`src/rtl/pfpu_dma_sink_pkg.sv`:
```
// Shared constants for the PFPU DMA sink: FIFO entry layout and default depth.
package pfpu_dma_sink_pkg;

  // Entry = {word address[29:0], data[31:0]}
  localparam int unsigned ADR_W              = 30;
  localparam int unsigned DAT_W              = 32;
  localparam int unsigned ENTRY_W            = 62;
  localparam int unsigned ADR_LSB            = 32;
  localparam int unsigned DAT_LSB            = 0;
  localparam int unsigned DEPTH_LOG2_DEFAULT = 3;

  // Pack a word address and data word into one FIFO entry.
  function automatic logic [ENTRY_W-1:0] pack_entry(input logic [ADR_W-1:0] adr,
                                                    input logic [DAT_W-1:0] dat);
    logic [ENTRY_W-1:0] e;
    e = '0;
    e[ADR_LSB +: ADR_W] = adr;
    e[DAT_LSB +: DAT_W] = dat;
    return e;
  endfunction

endpackage

```
`src/rtl/pfpu_dma_sink_fifo.sv`:
```
// First-word-fall-through register FIFO with occupancy count.
// Head entry is visible on rdata combinationally whenever empty is low.
module pfpu_dma_sink_fifo
  import pfpu_dma_sink_pkg::*;
#(
  parameter int unsigned WIDTH      = ENTRY_W,
  parameter int unsigned DEPTH_LOG2 = DEPTH_LOG2_DEFAULT
) (
  input  logic                  clk,
  input  logic                  rst_n,
  input  logic                  push,
  input  logic [WIDTH-1:0]      wdata,
  input  logic                  pop,
  output logic [WIDTH-1:0]      rdata,
  output logic                  full,
  output logic                  empty,
  output logic [DEPTH_LOG2:0]   count
);

  localparam int unsigned DEPTH = 2 ** DEPTH_LOG2;
  localparam logic [DEPTH_LOG2:0] FULL_CNT = {1'b1, {DEPTH_LOG2{1'b0}}};

  logic [WIDTH-1:0]      mem [DEPTH];
  logic [DEPTH_LOG2-1:0] wptr_q, rptr_q;
  logic [DEPTH_LOG2:0]   cnt_q, cnt_d;
  logic                  do_push, do_pop;

  assign full    = (cnt_q == FULL_CNT);
  assign empty   = (cnt_q == '0);
  assign count   = cnt_q;
  assign rdata   = mem[rptr_q];
  // Overflow/underflow requests are ignored rather than corrupting state.
  assign do_push = push & ~full;
  assign do_pop  = pop & ~empty;

  // Next occupancy: simultaneous push and pop leaves the count unchanged.
  always_comb begin
    cnt_d = cnt_q;
    case ({do_push, do_pop})
      2'b10:   cnt_d = cnt_q + 1'b1;
      2'b01:   cnt_d = cnt_q - 1'b1;
      default: cnt_d = cnt_q;
    endcase
  end

  // Pointer and count registers.
  always_ff @(posedge clk or negedge rst_n) begin
    if (!rst_n) begin
      wptr_q <= '0;
      rptr_q <= '0;
      cnt_q  <= '0;
    end else begin
      if (do_push) wptr_q <= wptr_q + 1'b1;
      if (do_pop)  rptr_q <= rptr_q + 1'b1;
      cnt_q <= cnt_d;
    end
  end

  // Storage registers, cleared on reset so no stale entry survives a flush.
  always_ff @(posedge clk or negedge rst_n) begin
    if (!rst_n) begin
      for (int i = 0; i < DEPTH; i++) mem[i] <= '0;
    end else if (do_push) begin
      mem[wptr_q] <= wdata;
    end
  end

endmodule

```
`src/rtl/pfpu_dma_sink.sv`:
```
// Write-only Wishbone slave terminating PFPU DMA traffic into a FIFO that drains
// to a strobe/acknowledge stream. Backpressure is applied by withholding ack while full.
// Optional address window check enabled by defining PFPU_DMA_SINK_WINDOW_EN.
module pfpu_dma_sink
  import pfpu_dma_sink_pkg::*;
#(
  parameter int unsigned DEPTH_LOG2 = DEPTH_LOG2_DEFAULT,
  parameter logic [31:0] WIN_BASE   = 32'h0000_0000,
  parameter logic [31:0] WIN_MASK   = 32'hFFFF_0000
) (
  input  logic                  sys_clk,
  input  logic                  sys_rst_n,
  input  logic [31:0]           wbs_adr_i,
  input  logic [31:0]           wbs_dat_i,
  input  logic                  wbs_we_i,
  input  logic                  wbs_cyc_i,
  input  logic                  wbs_stb_i,
  output logic                  wbs_ack_o,
  output logic                  out_stb,
  input  logic                  out_ack,
  output logic [ADR_W-1:0]      out_adr,
  output logic [DAT_W-1:0]      out_dat,
  output logic [DEPTH_LOG2:0]   level,
  output logic                  err_read,
  output logic                  err_range
);

`ifdef PFPU_DMA_SINK_WINDOW_EN
  localparam logic WIN_EN = 1'b1;
`else
  localparam logic WIN_EN = 1'b0;
`endif

  logic               ack_q, ack_d;
  logic               err_read_q;
  logic               req, wr_req, rd_req;
  logic               in_win, out_of_win, range_drop;
  logic               push;
  logic               fifo_full, fifo_empty;
  logic [ENTRY_W-1:0] head;

  // Masking with ack_q guarantees at least one idle cycle between acks.
  assign req        = wbs_cyc_i & wbs_stb_i & ~ack_q;
  assign wr_req     = req & wbs_we_i;
  assign rd_req     = req & ~wbs_we_i;
  assign in_win     = ((wbs_adr_i & WIN_MASK) == WIN_BASE);
  assign out_of_win = WIN_EN & ~in_win;
  // Out-of-window writes are acked regardless of FIFO state so the bus never hangs.
  assign range_drop = wr_req & out_of_win;
  assign push       = wr_req & ~out_of_win & ~fifo_full;
  assign ack_d      = push | range_drop | rd_req;

  // Registered ack and error pulses.
  always_ff @(posedge sys_clk or negedge sys_rst_n) begin
    if (!sys_rst_n) begin
      ack_q      <= 1'b0;
      err_read_q <= 1'b0;
    end else begin
      ack_q      <= ack_d;
      err_read_q <= rd_req;
    end
  end

`ifdef PFPU_DMA_SINK_WINDOW_EN
  logic err_range_q;

  // Range error pulse, coincident with the ack of the dropped write.
  always_ff @(posedge sys_clk or negedge sys_rst_n) begin
    if (!sys_rst_n) err_range_q <= 1'b0;
    else            err_range_q <= range_drop;
  end

  assign err_range = err_range_q;
`else
  assign err_range = 1'b0;
`endif

  assign wbs_ack_o = ack_q;
  assign err_read  = err_read_q;
  assign out_stb   = ~fifo_empty;
  assign out_adr   = head[ADR_LSB +: ADR_W];
  assign out_dat   = head[DAT_LSB +: DAT_W];

  pfpu_dma_sink_fifo #(
    .WIDTH      (ENTRY_W),
    .DEPTH_LOG2 (DEPTH_LOG2)
  ) u_fifo (
    .clk   (sys_clk),
    .rst_n (sys_rst_n),
    .push  (push),
    .wdata (pack_entry(wbs_adr_i[31:2], wbs_dat_i)),
    .pop   (out_ack),
    .rdata (head),
    .full  (fifo_full),
    .empty (fifo_empty),
    .count (level)
  );

endmodule
```
`config.mk`:
```
export PLATFORM = sky130hd
export DESIGN_NAME = pfpu_dma_sink
export DESIGN_NICKNAME = d
export VERILOG_FILES = /design/src/rtl/pfpu_dma_sink_pkg.sv /design/src/rtl/pfpu_dma_sink_fifo.sv /design/src/rtl/pfpu_dma_sink.sv
export SDC_FILE = /design/constraint.sdc
export NUM_CORES = 1
export LEC_CHECK = 0
export ABC_AREA = 1
export BUFFER_PORTS_ARGS = -buffer_cell sky130_fd_sc_hd__clkbuf_2
export CAP_MARGIN = 5
export CORE_ASPECT_RATIO = 1.25
export CORE_MARGIN = 8
export CORE_UTILIZATION = 33
export DETAILED_ROUTE_END_ITERATION = 8
export PLACE_DENSITY = 0.58
export SLEW_MARGIN = 20
export SYNTH_ARGS = -nofsm -noshare
export SYNTH_HDL_FRONTEND = slang
export SYNTH_SLANG_ARGS = --single-unit
```
`constraint.sdc`:
```
create_clock -name sys_clk -period 2.48 [get_ports sys_clk]
set_input_delay 0.124 -clock sys_clk [delete_from_list [all_inputs] [get_ports sys_clk]]
set_output_delay 0.124 -clock sys_clk [all_outputs]
set_load 0.05 [all_outputs]
```
==> results.cfg <==
[worst_setup_path]
worst-path-max-fanout = 15
reg2reg_from = u_fifo.count[1]
arrival_ns = 2.27
required_ns = 2.36
timing.rr.end = u_fifo.count[2]
reg2reg_depth = 12
critical_path_class = reg2out
r2r_slack_ns = 0.37
cpMaxStageDelayCell = dfrtp_4
crit_family = buffers and inverters
cp_cell_sequence = buf_12, clkinv_16, clkbuf_16, o21ai_0, o21ai_0, nand2_1, nand2_1, buf_12
crit_path_start_kind = flop
critPathMaxStageDelay_ns = 0.47
cp-end-kind = output pin
crit_buf_inv = 4

[routing]
drtAntennaViolNets = 0
drt_first_pass_iters = 5
routed_wl_mm = 69.1
vias_per_cell = 4.90
drcViolationCount = 0
drt_iter0_markers = 1486
wl_per_cell_um = 17.5
vias = 19400

[synth]
synthAdderAreaFrac = 0.00271
synthMuxAreaShare = 0
netlist_instances = 2837
synth_simple_gate_area_frac = 0.205
ys_ff_latch = 508
synth_nets = 2912
synth.avg_cell_area_um2 = 8.13
yosys.area.top_type = dfrtp_1
ys.warnings.count = 0
yosysUniqueCellTypes = 26
synth_area_um2 = 23100
yosysTopAreaCellShare = 0.551
synth_top_family_by_area = simple AND/OR/NAND/NOR gates
synth_area_leaders = dfrtp_1 (55%), nand2_1 (13%), o21ai_0 (11%)
synth_compound_area_frac = 0.176
ys_seq_area_frac = 0.551
yosys.area_share.xor_xnor = 0.00228

[timing]
period_share = 0.966
whs_ns = 0.0603
max_freq_ghz = 0.417
fin_crit_ns = 2.40
layout_setup_ws_ns = 0.0832
worst_pin_slew_ns = 0.654
rsz0062_at_grt = true
clock-skew-final_ns = 0.0192
finalHoldViolations = 0
final-setup-viol-count = 0
maxSlewHeadroom = 0.564
slew_viol_final = 0
finalSetupTns_ns = 0

[floorplan]
dieArea_um2 = 78600
start_util = 0.333
fp.dieW_um = 252
die_h_um = 312
ios = 140
coreArea_um2 = 69300
rows = 108

[cts]
clock_path_buffers = 3
insertion_delay_ns = 0.61
cts_sinks = 508
clkTransAtPathRegs_ns = 0.06
cts_tree = yes
htree_levels = 2
cts-root-buf = clkbuf_16
numCtsBuffers = 54

[placement]
place_ws_ns = 0.398
port_buffers = 136
dp_hpwl_mm = 36.9
routabilityCongestion = 0.744
dp_cells = 3767
place_area_um2 = 25600

[power]
ir_worst_vdd_v = 0.000988
fin_total_pwr_mw = 43.1
leakage_nw = 13.7
power.density_nw_per_um2 = 1500

[outcome]
outcome = finished clean

[global_routing]
grt_pass1_vias = 19000
grt_overflow = 0
grt_max_degree = 81
grt_usage = 0.171
grt_pass1_wl_mm = 108
antenna_found_initial = 2

[finish]
fin_nets = 3053
syn2layout_area_growth_pct = 24.7
num-fill-cells = 6977
layout-drive-gt1-share = 0.122
fin_area_um2 = 28800
fin_cells = 3959
final_util = 0.415

[worst_hold_path]
min_path_type = in2reg
min_path_cells = 5
hold_end = u_fifo.wptr_q[0]
worstHoldStart = wbs_stb_i

[run]
drv_cap = 0
[worst max path at each step]
stage,startpoint,endpoint,slack [ns],cells past startpoint
after global placement,wbs_ack_o,u_fifo.count[2],0.41,12
after global routing,u_fifo.rptr_q[0],out_dat[2],-0.02,9
after detailed placement,u_fifo.count[1],u_fifo.count[2],0.40,12
final,u_fifo.rptr_q[0],out_dat[21],0.08,8
after CTS,u_fifo.rptr_q[0],out_dat[11],0.0006,8
after floorplan,u_fifo.count[1],u_fifo.count[2],0.05,12
[synth_stat cells]
cell	n
a21oi_1	1
nor2_2	3
buf_2	44
xnor2_1	3
buf_4	23
nand4_2	1
or2_2	1
clkbuf_1	82
buf_6	37
o21ai_1	306
or2_1	1
a31oi_1	1
nand2_4	7
ha_1	5
nand3_1	4
buf_1	13
inv_1	70
conb_1	1
inv_2	4
xor2_1	3
inv_6	1
nand3_2	2
nor2_1	384
nand2_1	829
dfrtp_1	508
o21ai_0	503
[cells by family (layout without fill, tap and decap cells)]
group,count (synthesis),in the layout
buffers and inverters,274,459
adders and majority gates,5,5
AOI/OAI and AO/OA,811,811
xor gates and xnor gates,6,6
and+or+nand+nor,1232,1232
other,1,3
DFF,508,508
[layout make-up]
class | count | area, um^2 | area share
well taps | 935 | 1170 | 0.0407
repair inverters | 2 | 20.0 | 0.000696
multi-input cells | 2055 | 9030 | 0.314
clock buffers | 81 | 1580 | 0.0551
repair buffers | 282 | 3700 | 0.129
diodes | 2 | 5.00 | 0.000174
flip-flops and latches | 508 | 12700 | 0.442
inverters | 75 | 313 | 0.0109
clock inverters | 19 | 209 | 0.00727
[power breakdown]
| part | internal, mW | switching [mW] | total, mW | leakage [nW] |
|---|---|---|---|---|
| Clock | 4.82 | 3.40 | 8.23 | 0.887 |
| Combinational | 8.86 | 12.9 | 21.8 | 6.12 |
| Sequential | 11.4 | 1.69 | 13.0 | 6.67 |
| Total | 25.0 | 18.0 | 43.1 | 13.7 |
[worst register-to-register path, delay by kind of cell (launching register included)]
family,cells,cell delay [ns]
buffers and inverters,2,0.15
AND/OR/NAND/NOR,6,0.87
AO/OA/AOI/OAI,2,0.16
flip-flops,1,0.44
adder cells (fa/ha/maj),2,0.41
[cell usage in the layout, fill, tap and decap left out, drive strengths merged]
cell         netlist  routed
bufinv             0       4
buf              117     134
dfrtp            508     508
nor2             387     387
o21ai            809     809
clkinv             0      13
or2                2       2
conb               1       1
a31oi              1       1
inv               75      78
nand4              1       1
diode              0       2
clkinvlp           0       1
xor2               3       3
a21oi              1       1
nand3              6       6
clkbuf            82     161
dlygate4sd3        0      68
nand2            836     836
xnor2              3       3
ha                 5       5
[state kept, by name, indices dropped and copies added (netlist names)]
| signal | count |
|---|---|
| u_fifo.wptr_q | 3 |
| err_read | 1 |
| u_fifo.count | 4 |
| u_fifo.mem | 496 |
| u_fifo.rptr_q | 3 |
| wbs_ack_o | 1 |
[per-layer routing]
layer  track usage  part of all wire  vias up
li1              -                 -     9474
met1         0.221              0.45     9457
met2         0.298              0.49      377
met3        0.0222             0.042       88
met4        0.0457             0.022        0
met5             0                 0        -
[what timing repair did]
item                                    CTS  global route
hold buffers                             68             0
pin swaps                                 0             0
resized for setup                        15            71
hold endpoints to repair                694             0
endpoints found under the setup margin   57            58
gates cloned                              7             7
setup buffers                             7             1
No activity file was read; power rests on OpenSTA's default activity.
